<file path="src/rtl/deserializer.sv">
// Serial-to-parallel receiver, MSB first, with a held output word and a valid/ack handshake.
// Optional sticky overrun detection is built only when DESERIALIZER_OVERRUN_EN is defined.
module deserializer #(
  parameter int WIDTH = 8
) (
  input  logic             in_clock,
  input  logic             in_reset,
  input  logic             in_bit,
  input  logic             in_enable,
  input  logic             in_clear,
  input  logic             in_ack,
  output logic [WIDTH-1:0] out_data,
  output logic             out_valid,
  output logic             out_busy,
  output logic             out_overrun
);

  localparam int CW = $clog2(WIDTH);
  localparam logic [CW-1:0] LAST_CNT = CW'(WIDTH - 1);

  logic [WIDTH-1:0] shreg_reg;
  logic [CW-1:0]    cnt_reg;
  logic [WIDTH-1:0] word_next;
  logic             shift;
  logic             complete;

  // A clear suppresses the shift, and with it any completion in that cycle.
  assign shift     = in_enable & ~in_clear;
  assign complete  = shift & (cnt_reg == LAST_CNT);
  assign word_next = {shreg_reg[WIDTH-2:0], in_bit};

  always_ff @(posedge in_clock) begin
    if (in_reset) begin
      shreg_reg <= '0;
      cnt_reg   <= '0;
      out_data  <= '0;
      out_valid <= 1'b0;
    end else begin
      if (in_clear) begin
        shreg_reg <= '0;
        cnt_reg   <= '0;
      end else if (in_enable) begin
        shreg_reg <= word_next;
        cnt_reg   <= complete ? '0 : cnt_reg + 1'b1;
      end
      if (complete) begin
        out_data  <= word_next;
        out_valid <= 1'b1;
      end else if (in_ack) begin
        out_valid <= 1'b0;
      end
    end
  end

  assign out_busy = (cnt_reg != '0);

`ifdef DESERIALIZER_OVERRUN_EN
  logic overrun_reg;

  always_ff @(posedge in_clock) begin
    if (in_reset || in_clear) begin
      overrun_reg <= 1'b0;
    end else if (complete && out_valid && !in_ack) begin
      overrun_reg <= 1'b1;
    end
  end

  assign out_overrun = overrun_reg;
`else
  assign out_overrun = 1'b0;
`endif

endmodule
</file>
<file path="config.mk">
export PLATFORM = sky130hd
export DESIGN_NAME = deserializer
export DESIGN_NICKNAME = d
export VERILOG_FILES = /design/src/rtl/deserializer.sv
export SDC_FILE = /design/constraint.sdc
export NUM_CORES = 1
export LEC_CHECK = 0
export BUFFER_PORTS_ARGS = -buffer_cell sky130_fd_sc_hd__buf_4
export CAP_MARGIN = 20
export CORE_MARGIN = 1
export CORE_UTILIZATION = 51
export DETAILED_ROUTE_END_ITERATION = 8
export GPL_TIMING_DRIVEN = 0
export HOLD_SLACK_MARGIN = 0.03
export PLACE_DENSITY = 0.75
export RECOVER_POWER = 100
export SLEW_MARGIN = 5
export SYNTH_ARGS = -nofsm -noshare
export SYNTH_HDL_FRONTEND = slang
export SYNTH_SLANG_ARGS = --single-unit
</file>
<file path="constraint.sdc">
create_clock -name in_clock -period 1.7 [get_ports in_clock]
set_clock_uncertainty 0.05 [all_clocks]
set_input_delay 0.17 -clock in_clock [delete_from_list [all_inputs] [get_ports in_clock]]
set_output_delay 0.17 -clock in_clock [all_outputs]
set_load 0.005 [all_outputs]
</file>
Word-level counts from Yosys, hierarchy flattened
Cells that the tools add are included.
{ "totals": {"wordCells": 15, "reg_bits": 19, "inputBits": 6, "output_inout_bits": 11} }
{ "classes": {"add_sub_neg": 1, "n_reduce_logical": 3, "n_eq_ne": 1, "bitwise": 3, "n_mux": 3} }
{ "ops": {"columns": ["operator", "n"], "rows": [
  ["$add A3 B1 Y3 const B", 1],
  ["$eq A3 B3 Y1 const B", 1],
  ["$mux W3", 1],
  ["$reduce_bool A3 Y1", 1],
  ["$and A1 B1 Y1", 2],
  ["$mux W1", 2],
  ["$reduce_bool A2 Y1", 1],
  ["$reduce_or A2 Y1", 1],
  ["$not A1 Y1", 1]
]} }

Depth between registers and ports, before layout
{ "depth": {"ltp_word": 4, "depth_mapped": 5, "mapped_depth_nobuf": 4} }

Least setup slack after synthesis
Ideal clock, no wire load.
{ "synth_timing": {"path_type": "register -> register", "from": "reg cnt_reg[0]", "to": "reg out_valid", "arrival_time_ns": 1.151, "period_less_slack_ns": 1.316, "setup_time_ns": 0.115, "required_time_ns": 1.535, "stages_incl_launch_ff": 6, "path_slack_ns": 0.384, "n_path_buf": 1, "cell_sequence": "dfxtp_1 ha_1 ha_1 and3b_1 buf_6 o21ba_1"} }
{ "synth_between": {"elab_chain_len": 3, "elab_cells_between_ends": 4, "classes_between": "eq/ne (1); mux (1); bitwise (1); reduce/logical (1)"} }
{ "synth_lines": {"columns": ["element", "line", "rtl"], "rows": [
  ["start, declared", "22", "logic [CW-1:0] cnt_reg;"],
  ["start signal, assigned", "44", "cnt_reg <= complete ? '0 : cnt_reg + 1'b1;"],
  ["$eq A3 B3 Y1 *", "29", "assign complete = shift & (cnt_reg == LAST_CNT);"],
  ["$and A1 B1 Y1 *", "29", null],
  ["$mux W1 / $reduce_bool A2 Y1 (equally long branches)", null, null],
  ["end signal, assigned", "37", "out_valid <= 1'b0;"],
  ["end signal, assigned", "48", "out_valid <= 1'b1;"],
  ["end signal, assigned", "50", "out_valid <= 1'b0;"],
  ["end, declared", "13", "output logic out_valid,"]
]} }
Mark *: on every way between the ends. The rest lies on a longest branch, timed or not.
A chain may end at the register's enable or synchronous reset.

Worst setup path in the final report
Same ends and word-level chain as after synthesis.

==> results by group <==
Status
  – Status: finished, final reports clean

Clock network
  – CTS Sinks: 19
  – Clock latency on the worst-skew pair: approximately 0.28 ns
  – PostCTS Resize Cnt: 0
  – Post-CTS Setup Bufs: 0
  – H-tree depth: 1
  – Num CTS Buffers: 3
  – Root cell of the clock tree: clkbuf_4
  – CTS clk-pin slew, worst paths: between 0.1 and 0.15 ns
  – CTS tree: yes
  – Hold_buf cts: 0
  – Maximum clock insertion buffer count: 2

Floorplan
  – Std cell rows: 14
  – Core box area: 1520 µm²
  – Starting Density: 0.554
  – Number of I/O pins: 17
  – Die Height: 42.7 µm
  – Die area: between 1500 and 2000 µm²
  – Die X: approximately 43 µm

Route
  – Total wire length after detailed routing: approximately 1200 µm
  – Post-DR vias/cell: 4.86
  – Initial DRT Pass Iterations: 2
  – Routed Antenna Nets: 0
  – Wirelength per Cell: 10.2 µm
  – 1st-iter DRT viols: 1
  – DRC Markers: 0
  – DR vias: 564

Global route
  – Total GRT Usage: 0.160
  – Gr ovfl total: 0
  – Largest net degree at the start of global routing: 12
  – Initial antenna violation count: 0
  – Vias in the first global route: 529
  – First-pass GRT wire length: 2210 µm

Timing
  – Fmax: a little over 700 MHz
  – Setup WS post-layout: 0.312 ns
  – Setup TNS: 0 ns
  – RSZ-0062 raised after global routing: no
  – Hold Vio Cnt, Final: 0
  – Final period util: 0.816
  – Final setup vio count: 0
  – Worst hold slack: 0.0809 ns
  – Crit path time final: ~1.4 ns
  – Final slew viol count: 0

Worst setup path
  – CP Data Arrival Time: 1.53 ns
  – R2R depth: 5
  – Slack of the worst reg-to-reg path: 0.31 ns
  – CP endpoint kind: flip-flop
  – Worst r2r src: cnt_reg[0]$_SDFFE_PP0P_
  – CP required: 1.84 ns
  – Startpoint types: flip-flop
  – Worst R2R End: out_valid$_SDFFE_PP0P_
  – CP max FO: 9
  – Critical path type: reg -> reg

Place
  – Post-detail-place hpwl: 897 µm
  – Placed inst area: 977 µm²
  – GPL Wtd Cong: 0.688
  – Buffers on Ports: 15
  – Dpl ws: 0.304 ns
  – Post-Place Cells: 112

Logic synthesis
  – Post-Syn Area: 845 µm²
  – Seq/Total Area, Yosys: 0.450
  – Synth Area per Inst: 10.4 µm²
  – YS warnings: 0
  – Mapped Cells: 81
  – Synth cell types: 18
  – Mapped Nets: 90
  – Flops & latches, synth: 19

Hold path
  – Worst Hold Depth: 3
  – Hold Path End: shreg_reg[0]$_SDFFE_PP0P_
  – Worst Hold Class: in -> reg
  – Hold Startpoint: in_bit

Final layout
  – Final std cells w/o fill: between 100 and 150
  – Register area: between 300 and 400 µm²
  – Multi-input gate area: 412 µm²
  – Antenna cells: 0
  – Nets: 110
  – Filler cell count: approximately 140
  – Max reg flops: 8
  – Fin area: 1000 µm²
  – Core Util, Final: 0.657
  – Syn-to-layout area delta: 18.5%
  – Commonest non-fill, non-tap cells in the layout: nand2b_1, dfxtp_1, mux2i_1
  – Share of layout cells above drive strength 1: 0.240

Pwr
  – Peak VDD IR: 416 µV
  – Leakage power: 0.426 nW
  – Overall power: 0.716 mW
  – Pwr/cell area: about 720 nW/µm²

Job
  – Number of max-cap violations: 0
==> worst max-delay path by stage <==
| stage | from | to | cells after the start | slack, ns |
|---|---|---|---|---|
| 2_1_floorplan | cnt_reg[0]$_SDFFE_PP0P_ | out_valid$_SDFFE_PP0P_ | 5 | 0.38 |
| 3_3_place_gp | cnt_reg[0]$_SDFFE_PP0P_ | out_valid$_SDFFE_PP0P_ | 5 | 0.33 |
| 3_5_place_dp | cnt_reg[0]$_SDFFE_PP0P_ | out_valid$_SDFFE_PP0P_ | 5 | 0.30 |
| 4_1_cts | cnt_reg[0]$_SDFFE_PP0P_ | out_valid$_SDFFE_PP0P_ | 5 | 0.30 |
| 5_1_grt | cnt_reg[0]$_SDFFE_PP0P_ | out_data[6]$_SDFFE_PP0P_ | 5 | 0.20 |
| 6_report | cnt_reg[0]$_SDFFE_PP0P_ | out_valid$_SDFFE_PP0P_ | 5 | 0.31 |
==> metal layers <==
metal	vias up	share of wire	routed length, µm	track usage
li1	303	-	-	-
met1	248	0.48	567	0.190
met2	11	0.47	561	0.276
met3	2	0.036	42	0.0255
met4	0	0.0093	11	0.0750
met5	-	0	0	0
==> report_power, final <==
part	leakage (nW)	internal [mW]	switching, mW
logic	0.255	0.0294	0.0210
registers	0.153	0.447	0.00207
clock network	0.0177	0.0872	0.129
==> kinds of logic after synthesis <==
| kind of cell | after synthesis | synth area share |
|---|---|---|
| AND/OR/NAND/NOR | 32 | 0.221 |
| flip-flops | 19 | 0.450 |
| multiplexers | 16 | 0.190 |
| buffers and inverters | 7 | 0.0578 |
| AO/OA/AOI/OAI | 3 | 0.0326 |
| adder cells (fa/ha/maj) | 3 | 0.0444 |
| other | 1 | 0.00444 |
==> Yosys cell counts, drive strengths merged <==
cell type / instances / area share
clkbuf: 2 / 0.013
or2: 1 / 0.0074
or3b: 1 / 0.010
conb: 1 / 0.0044
inv: 2 / 0.0089
ha: 3 / 0.044
buf: 3 / 0.036
dfxtp: 19 / 0.45
mux2i: 16 / 0.19
nand2b: 19 / 0.14
a21oi: 2 / 0.021
nor2b: 1 / 0.0074
o21ba: 1 / 0.012
nand3b: 1 / 0.0089
and3b: 1 / 0.010
nor2: 8 / 0.036
==> cell type report <==
cell class | count | share of cell area
buffer | 5 | 0.0413
clock buffer | 3 | 0.0225
clock inverter | 1 | 0.00500
inverter | 2 | 0.00750
multi-input combinational | 55 | 0.411
sequential | 19 | 0.380
tap | 16 | 0.0200
timing repair buffer | 15 | 0.113
==> worst max-delay path, cell delays in order (launching register included) <==
cell and delay, ns:
dfxtp_1 0.35, ha_1 0.20, ha_1 0.20, and3b_1 0.18
buf_6 0.15, o21ba_1 0.18
(Power assumes the default switching activity.)
